File: src/rtl/ascii_to_binary_parser.sv
// ascii_to_binary_parser: converts three ASCII characters (hundreds, tens,
// units) into an 8-bit binary value. Leading spaces are allowed; any other
// non-digit, a space after a digit, an all-blank field, or a value above 255
// flags an error. Fixed latency: done pulses four cycles after the start edge.
module ascii_to_binary_parser (
   input  logic        clk,
   input  logic        rst,
   input  logic        ifStart,
   input  logic [23:0] asciiNum,
   output logic [7:0]  binaryNum,
   output logic        ifDone,
   output logic        ifBusy,
   output logic        ifError
);

   localparam logic [1:0] S_IDLE   = 2'd0;
   localparam logic [1:0] S_ACC    = 2'd1;
   localparam logic [1:0] S_FINISH = 2'd2;

   logic [1:0]  r_state;
   logic [23:0] r_operand;
   logic [9:0]  r_acc;
   logic [1:0]  r_idx;
   logic        r_seen;
   logic        r_err;
   logic [7:0]  r_bin;
   logic        r_done;
   logic        r_busy;
   logic        r_error;

   logic [7:0]  w_char;
   logic        w_is_digit;
   logic        w_is_space;
   logic [9:0]  w_acc_next;
   logic        w_bad_result;

   // Select the character under the digit index, most significant first.
   always_comb begin
      w_char = r_operand[7:0];
      case (r_idx)
         2'd2:    w_char = r_operand[23:16];
         2'd1:    w_char = r_operand[15:8];
         default: w_char = r_operand[7:0];
      endcase
   end

   // Classify the character; the low nibble of '0'..'9' is the digit value.
   // acc never exceeds 99 before the multiply, so 10 bits never wrap.
   assign w_is_digit   = (w_char >= 8'h30) && (w_char <= 8'h39);
   assign w_is_space   = (w_char == 8'h20);
   assign w_acc_next   = (r_acc * 10'd10) + {6'd0, w_char[3:0]};
   assign w_bad_result = r_err || !r_seen || (r_acc > 10'd255);

   // Control FSM, accumulator and registered outputs.
   always_ff @(posedge clk) begin
      if (rst) begin
         r_state   <= S_IDLE;
         r_operand <= 24'd0;
         r_acc     <= 10'd0;
         r_idx     <= 2'd0;
         r_seen    <= 1'b0;
         r_err     <= 1'b0;
         r_bin     <= 8'h00;
         r_done    <= 1'b0;
         r_busy    <= 1'b0;
         r_error   <= 1'b0;
      end else begin
         r_done <= 1'b0;
         case (r_state)
            S_IDLE: begin
               if (ifStart) begin
                  r_operand <= asciiNum;
                  r_acc     <= 10'd0;
                  r_idx     <= 2'd2;
                  r_seen    <= 1'b0;
                  r_err     <= 1'b0;
                  r_busy    <= 1'b1;
                  r_error   <= 1'b0;
                  r_state   <= S_ACC;
               end
            end
            S_ACC: begin
               if (w_is_digit) begin
                  r_acc  <= w_acc_next;
                  r_seen <= 1'b1;
               end else if (!(w_is_space && !r_seen)) begin
                  // Keep stepping through the field so latency stays fixed.
                  r_err <= 1'b1;
               end
               if (r_idx == 2'd0) r_state <= S_FINISH;
               else               r_idx   <= r_idx - 2'd1;
            end
            S_FINISH: begin
               // Result is published on the way out, so done lands one
               // cycle after the last character and start here is ignored.
               r_done  <= 1'b1;
               r_busy  <= 1'b0;
               r_error <= w_bad_result;
               r_bin   <= w_bad_result ? 8'h00 : r_acc[7:0];
               r_state <= S_IDLE;
            end
            default: r_state <= S_IDLE;
         endcase
      end
   end

   assign binaryNum = r_bin;
   assign ifDone    = r_done;
   assign ifBusy    = r_busy;
   assign ifError   = r_error;

endmodule

File: config.mk
export PLATFORM = sky130hd
export DESIGN_NAME = ascii_to_binary_parser
export DESIGN_NICKNAME = d
export VERILOG_FILES = /design/src/rtl/ascii_to_binary_parser.sv
export SDC_FILE = /design/constraint.sdc
export NUM_CORES = 1
export LEC_CHECK = 0
export CAP_MARGIN = 20
export CORE_UTILIZATION = 50
export DETAILED_ROUTE_END_ITERATION = 8
export GPL_ROUTABILITY_DRIVEN = 0
export PLACE_DENSITY = 0.72
export SYNTH_ARGS = -nofsm -noshare
export SYNTH_HDL_FRONTEND = slang
export SYNTH_SLANG_ARGS = --single-unit
File: constraint.sdc
create_clock -name clk -period 3.1 [get_ports clk]
set_clock_uncertainty 0.05 [all_clocks]
set_input_delay 0.31 -clock clk [delete_from_list [all_inputs] [get_ports clk]]
set_output_delay 0.31 -clock clk [all_outputs]
set_load 0.05 [all_outputs]
==> run_summary.xml <==
<?xml version="1.0" encoding="UTF-8"?>
<metrics>
  <group name="power_and_ir_drop">
    <metric name="power_switching_share" unit="%">25.1</metric>
    <metric name="p_leak" unit="nW">1.18</metric>
    <metric name="pwr_density_cell" unit="nW/µm²">454</metric>
    <metric name="p_comb_share" unit="%">14.8</metric>
    <metric name="switching_power" unit="mW">0.350</metric>
    <metric name="clkPwrFrac" unit="%">34.9</metric>
    <metric name="cellInternalPower" unit="mW">1.04</metric>
    <metric name="seq_power_share" unit="%">50.3</metric>
    <metric name="ir_worst_vdd" unit="mV">0.289</metric>
  </group>
  <group name="synth">
    <metric name="syn-instance-count" unit="">288</metric>
    <metric name="synth-main-ff-cell" unit="">dfxtp_1</metric>
    <metric name="seq_area_frac_synth" unit="%">40.9</metric>
    <metric name="synth_cell_types" unit="">54</metric>
    <metric name="yosys_warnings" unit="">0</metric>
    <metric name="synth_area_per_cell" unit="µm²">8.67</metric>
    <metric name="ys_async_sr_fraction" unit="%">0</metric>
    <metric name="synth_area" unit="µm²">2500</metric>
    <metric name="number_of_enable_type_register_cells_in_the_synthesized_netlist" unit="">0</metric>
    <metric name="ffs_latches_synth" unit="">51</metric>
    <metric name="synth.net_count" unit="">332</metric>
  </group>
  <group name="clocking">
    <metric name="h-tree-depth" unit="">2</metric>
    <metric name="clkLatencyLatePin" unit="ns">0.31</metric>
    <metric name="clk_pin_slew" unit="ns">0.09</metric>
    <metric name="clk_root_buf" unit="">clkbuf_8</metric>
    <metric name="clock-sinks" unit="">51</metric>
    <metric name="tritoncts" unit="">yes</metric>
    <metric name="clk_path_buf_depth" unit="">2</metric>
    <metric name="cts_inserted_buffers" unit="">5</metric>
  </group>
  <group name="sta">
    <metric name="period_minus_slack" unit="ns">2.90</metric>
    <metric name="worst-slew-pin-transition" unit="ns">0.705</metric>
    <metric name="report.final.setup_viol" unit="">0</metric>
    <metric name="maxClockFrequency" unit="MHz">345</metric>
    <metric name="final.setup.tns" unit="ns">0</metric>
    <metric name="slew_headroom" unit="%">52.9</metric>
    <metric name="timing_max_transition_violations_final" unit="">0</metric>
    <metric name="rsz0062_at_grt" unit="">no</metric>
    <metric name="postLayoutSetupSlackWorst" unit="ns">0.201</metric>
    <metric name="report.final.hold_viol_count" unit="">0</metric>
    <metric name="final_min_period_over_clock_period" unit="%">93.5</metric>
  </group>
  <group name="finish">
    <metric name="mostFrequentLayoutCells" unit="">nand2_1, dfxtp_1, clkdlybuf4s50_1</metric>
    <metric name="fin_cells" unit="">393</metric>
    <metric name="final_common_cell" unit="">nand2_1</metric>
    <metric name="n_antenna_cell" unit="">0</metric>
    <metric name="num-nets-final" unit="">369</metric>
    <metric name="stdcell_area" unit="µm²">3060</metric>
    <metric name="area_growth_syn_to_fin" unit="%">22.7</metric>
    <metric name="drive_gt1_share" unit="%">9.20</metric>
  </group>
  <group name="die">
    <metric name="initial_standard_cell_utilization_of_the_core" unit="%">52.5</metric>
    <metric name="cell_rows" unit="">25</metric>
    <metric name="floorplan.io_pins" unit="">38</metric>
    <metric name="core_area" unit="µm²">4750</metric>
    <metric name="fp.dieArea" unit="µm²">5280</metric>
    <metric name="die-width" unit="µm">72.7</metric>
    <metric name="chipHeight" unit="µm">72.7</metric>
  </group>
  <group name="setup_path">
    <metric name="crit_required" unit="ns">3.25</metric>
    <metric name="cp-end-kind" unit="">register</metric>
    <metric name="crit_path_cell_trace" unit="">inv_1 &gt; ha_1 &gt; a22o_1 &gt; mux2i_4 &gt; inv_1 &gt; ha_1 &gt; ha_1 &gt; a311o_2 &gt; maj3_1 &gt; nand4_1 &gt; xor2_1 &gt; o2bb2ai_1</metric>
    <metric name="critPathMaxStageDelay" unit="ns">0.40</metric>
    <metric name="critPathKind" unit="">register to register</metric>
    <metric name="timing.critical_path.fanout_max" unit="">7</metric>
    <metric name="slowest_stage_cell_cp" unit="">maj3_1</metric>
    <metric name="wp_data_arrival" unit="ns">3.05</metric>
    <metric name="setup.worst_path.start_class" unit="">register</metric>
    <metric name="cpMostUsedCell" unit="">ha_1</metric>
  </group>
  <group name="global_route">
    <metric name="grt_first_pass_wirelength" unit="µm">8740</metric>
    <metric name="grt.total_usage" unit="%">21.5</metric>
    <metric name="grt_remaining_overflow" unit="">0</metric>
    <metric name="first_global_vias" unit="">1924</metric>
    <metric name="grt_start_max_net_pins" unit="">29</metric>
    <metric name="antenna_found_initial" unit="">0</metric>
  </group>
  <group name="routing">
    <metric name="num_vias" unit="">2091</metric>
    <metric name="first_pass_iters" unit="">4</metric>
    <metric name="detail_route.drc_violations" unit="">0</metric>
    <metric name="route.detailed.vias_per_inst" unit="">5.32</metric>
    <metric name="post_drt_wl_per_cell" unit="µm">13.0</metric>
    <metric name="drt_wl_total" unit="µm">5120</metric>
    <metric name="detailed_router_s_first_iteration_violation_count" unit="">62</metric>
    <metric name="ant_nets" unit="">0</metric>
  </group>
  <group name="placed_design">
    <metric name="area_post_placement" unit="µm²">2940</metric>
    <metric name="port_buffers" unit="">37</metric>
    <metric name="hpwlAfterDp" unit="µm">3900</metric>
    <metric name="pre_cts_slack" unit="ns">0.160</metric>
    <metric name="dp.cells" unit="">385</metric>
  </group>
  <group name="flow_run">
    <metric name="max_cap_viol_count" unit="">0</metric>
  </group>
  <group name="outcome">
    <metric name="outcome" unit="">complete, no violations</metric>
  </group>
  <group name="min_path">
    <metric name="hp-class" unit="">register to register</metric>
  </group>
</metrics>
==> cell usage after synthesis, types with 3 or more instances <==
master / instances / area, µm²
a21oi_1: 35 / 175
dfxtp_1: 51 / 1020
buf_1: 5 / 18.8
inv_1: 8 / 30.0
xnor2_1: 7 / 61.3
o2bb2ai_1: 6 / 52.6
nand3_1: 7 / 35.0
a22oi_1: 10 / 75.1
or3_1: 3 / 18.8
nor3_1: 3 / 15.0
clkbuf_1: 7 / 26.3
ha_1: 16 / 200
nand2_1: 57 / 214
nor2_1: 20 / 75.1
xor2_1: 6 / 52.6
==> sequential cells by signal (all words and copies together) (netlist names) <==
| signal | flops |
|---|---|
| binaryNum | 8 |
| ifBusy | 1 |
| ifDone | 1 |
| ifError | 1 |
| r_acc | 10 |
| r_err | 1 |
| r_idx | 2 |
| r_operand | 24 |
| r_seen | 1 |
| r_state | 2 |
==> cell type report <==
cell class	instances	area (µm²)
flip-flops and latches	51	1020
inverters	8	30.0
well taps	67	83.8
clock inverters	2	38.8
multi-input cells	214	1380
clock buffers	6	82.6
fillers	466	1690
repair buffers	45	430
==> worst max-delay path: cells and delay by family, from the launching register on <==
family | cells | cell delay, ns
AOI/OAI and AO/OA | 3 | 0.66
xor gates and xnor gates | 1 | 0.16
adders and majority gates | 4 | 1.11
buffers and inverters | 2 | 0.15
DFF | 1 | 0.38
muxes | 1 | 0.18
and+or+nand+nor | 1 | 0.12
==> layer usage <==
metal | up-vias | share of wire (%) | routed length, µm | GRT usage, %
met1 | 968 | 47 | 2410 | 26.8
met5 | - | 0 | 0 | 0
met2 | 33 | 49 | 2500 | 37.1
met3 | 5 | 2.7 | 137 | 4.14
li1 | 1085 | - | - | -
met4 | 0 | 1.4 | 72 | 7.84
==> power by group through the flow <==
stage	Combinational [mW]	Clock [mW]	Sequential [mW]
floorplan	0.134	0	0.717
global placement	0.204	0	0.713
detailed placement	0.206	0	0.715
CTS	0.207	0.498	0.699
global route	0.232	0.523	0.703
finish	0.206	0.485	0.699
==> worst paths after layout <==
kind                                            start                    end  slack (ns)  cells after the start
worst max register to register  r_idx[0]$_SDFFE_PP0P_  r_acc[7]$_SDFFE_PP0P_        0.20                     12
worst min-delay path              ifBusy$_SDFFE_PP0P_    ifBusy$_SDFFE_PP0P_        0.41                      2
worst max-delay path            r_idx[0]$_SDFFE_PP0P_  r_acc[7]$_SDFFE_PP0P_        0.20                     12
worst min register to register    ifBusy$_SDFFE_PP0P_    ifBusy$_SDFFE_PP0P_        0.41                      2
==> logic make-up (layout without fill, tap and decap cells) <==
| logic type | Yosys count | count (layout) | share of synthesized area (%) |
|---|---|---|---|
| AOI/OAI and AO/OA | 75 | 75 | 21.1 |
| adders and majority gates | 18 | 18 | 9.22 |
| DFF | 51 | 51 | 40.9 |
| muxes | 1 | 1 | 0.902 |
| buffers and inverters | 23 | 61 | 4.06 |
| and+or+nand+nor | 107 | 107 | 19.2 |
| xor gates and xnor gates | 13 | 13 | 4.56 |
==> stage by stage <==
stage          hold slack [ns]  util (%)  power [mW]
5_1_grt                  0.429      64.4        1.46
4_1_cts                  0.411      64.4        1.40
2_1_floorplan            0.374         -       0.851
3_5_place_dp             0.397      61.8       0.921
6_report                 0.408      64.4        1.39
3_3_place_gp             0.390      61.8       0.917
==> timing repair <==
item / 4_1_cts / 5_1_grt
setup endpoints to repair: 0 / 2
gates resized for setup: 0 / 1
hold buffers: 0 / 0
buffers inserted: 0 / 0
(Power assumes the default switching activity.)
==> edit: new RTL, same settings <==
Make the reset (`rst`) asynchronous in one clocked block.
--- a/src/rtl/ascii_to_binary_parser.sv
+++ b/src/rtl/ascii_to_binary_parser.sv
@@ -52,7 +52,7 @@
    assign w_bad_result = r_err || !r_seen || (r_acc > 10'd255);
 
    // Control FSM, accumulator and registered outputs.
-   always_ff @(posedge clk) begin
+   always_ff @(posedge clk or posedge rst) begin
       if (rst) begin
          r_state   <= S_IDLE;
          r_operand <= 24'd0;
Function: differs if rst is asserted again (counterexample within 4 cycles, from zero or initial values and one cycle with rst high); with rst held inactive, the same outputs for 10 cycles.
==> edit against the unedited design <==
Final area grew 6.6%; first-iteration DRC count grew 48%; sequential cell count is the same; global-route usage shrank 1.1 points; synthesized cell count shrank 18%; utilization shrank 0.91 points; worst setup slack gained 0.13 ns; worst hold slack lost 0.11 ns; wire length shrank 2.8%; via count shrank 11%; area after synthesis grew 8.1%.
Power is not compared: it rests on default switching activity, and its combinational part moved more than twofold at a synthesized area within 25%.
==> edit: results (changes against the unedited design) <==
stage,metric,value,unit,change
place,portBuffers,37,,unchanged
setup_path,cp_max_fo,18,,was 7
synthesis,seq_area_frac_synth,47.3,%,was 40.9%
timing,layout_min_cycle_time,2.76,ns,was 2.90 ns
routing,m1WireLength,2.37,mm,was 2.41 mm
place,placed_cells,338,,was 385
final_layout,top_register,r_operand,,unchanged
pwr,peakVddDrop,0.000472,V,
pwr,swShare,39.8,%,
routing,wl_met2,2.35,mm,was 2.50 mm
synthesis,yosysUniqueCellTypes,47,,was 54
synthesis,synth_nets,281,,was 332
place,dp_hpwl,3.82,mm,was 3.90 mm
routing,drtPass1Iterations,5,,was 4
routing,route.met3.wl,182,um,was 137 um
final_layout,fin_cells,347,,was 393
synthesis,synth-async-reset-ratio,100,%,was 0%
grt,grt_usage,20.5,%,was 21.5%
hold_path,hold_path_class,in -> async,,was reg -> reg
synthesis,synth_commonest_cells,"51 x dfrtp_1, 24 x mux2_2, 16 x ha_1, 16 x nor2_1",,"was 57 x nand2_1, 51 x dfxtp_1, 35 x a21oi_1"
timing,slew_headroom,50.2,%,was 52.9%
routing,drt-initial-drc-count,92,,was 62
setup_path,slowest_stage,ha_1,,was maj3_1
place,postPlaceCellArea,3130,um^2,was 2940 um^2
synthesis,syn_area_per_cell,11.4,um^2,was 8.67 um^2
grt,grt_pass1_vias,1820,,was 1924
final_layout,drive_gt1_share,17.7,%,was 9.20%
setup_path,critPathMaxStageDelay,0.63,ns,was 0.40 ns
final_layout,final_nets,320,,was 369
setup_path,arrival,2.91,ns,was 3.05 ns
routing,finalWirelength,4.98,mm,was 5.12 mm
routing,via_per_inst,5.38,,was 5.32
outcome,status,"finished, final reports clean",,unchanged
place,post-place-ws,0.341,ns,was 0.160 ns
synthesis,synthTopCellsByArea,"dfrtp_1 47%, mux2_2 10%, ha_1 7.4%",,"was dfxtp_1 41%, nand2_1 8.6%, ha_1 8.0%"
grt,grt_pass1_wl,8.60,mm,was 8.74 mm
grt,grt_start_max_net_pins,52,,was 29
## edit: changes by cell type in the layout (fill, tap and decap cells not counted), moves of 6 or more
cell / delta
mux2_2: +24
o2bb2ai_1: -6
o21ai_0: +10
dfrtp_1: +51
a22oi_1: -6
a22o_1: +8
a21oi_1: -28
nand2_1: -46
dfxtp_1: -51
## edit: metrics by stage
| stage | utilization [%] | hold slack (ns) |
|---|---|---|
| CTS | 63.1 | 0.445 |
| finish | 63.5 | 0.295 |
| floorplan | - | 0.411 |
| global route | 63.5 | 0.352 |
| detailed placement | 60.8 | 0.424 |
| global placement | 60.8 | 0.413 |
## edit: area by class of cell
type                            instances  area (um^2)
Timing Repair Buffer                   41          413
Inverter                               12         45.0
Fill cell                             437         1880
Multi-Input combinational cell        165         1330
Tap cell                               70         87.6
Sequential cell                        51         1280
Clock buffer                            6         82.6
Clock inverter                          2         35.0
## edit: worst paths after layout
kind                                                  to  cells after the start            startpoint
worst max-delay path                r_acc[9]$_DFFE_PP0P_                     12  r_idx[0]$_DFFE_PP0P_
worst min-delay path                  ifBusy$_DFFE_PP0P_                      2                   rst
worst max register to register      r_acc[9]$_DFFE_PP0P_                     12  r_idx[0]$_DFFE_PP0P_
worst min register to register        ifBusy$_DFFE_PP0P_                      2    ifBusy$_DFFE_PP0P_
max in group asynchronous       r_operand[5]$_DFFE_PP0P_                      3                   rst
min in group clk                      ifBusy$_DFFE_PP0P_                      2    ifBusy$_DFFE_PP0P_
## edit: kinds of logic after synthesis
family                     Yosys count  synth area share, %
xor gates and xnor gates            15                 4.87
buffers and inverters               21                 3.62
muxes                               28                 11.7
adders and majority gates           18                 8.58
and+or+nand+nor                     51                 9.92
DFF                                 51                 47.3
AOI/OAI and AO/OA                   53                 14.0
## edit: routing by layer
layer / global-route usage, % / vias up
met4: 7.41 / 0
met2: 33.2 / 50
li1: - / 920
met1: 27.6 / 888
met5: 0 / -
met3: 3.84 / 8
## edit: power by group through the flow
stage / logic, mW / clock network [mW] / registers (mW)
6_report: 1.64 / 0.473 / 1.10
2_1_floorplan: 1.33 / 0 / 1.10
5_1_grt: 1.83 / 0.513 / 1.14
3_3_place_gp: 1.60 / 0 / 1.11
4_1_cts: 1.65 / 0.481 / 1.10
3_5_place_dp: 1.64 / 0 / 1.12
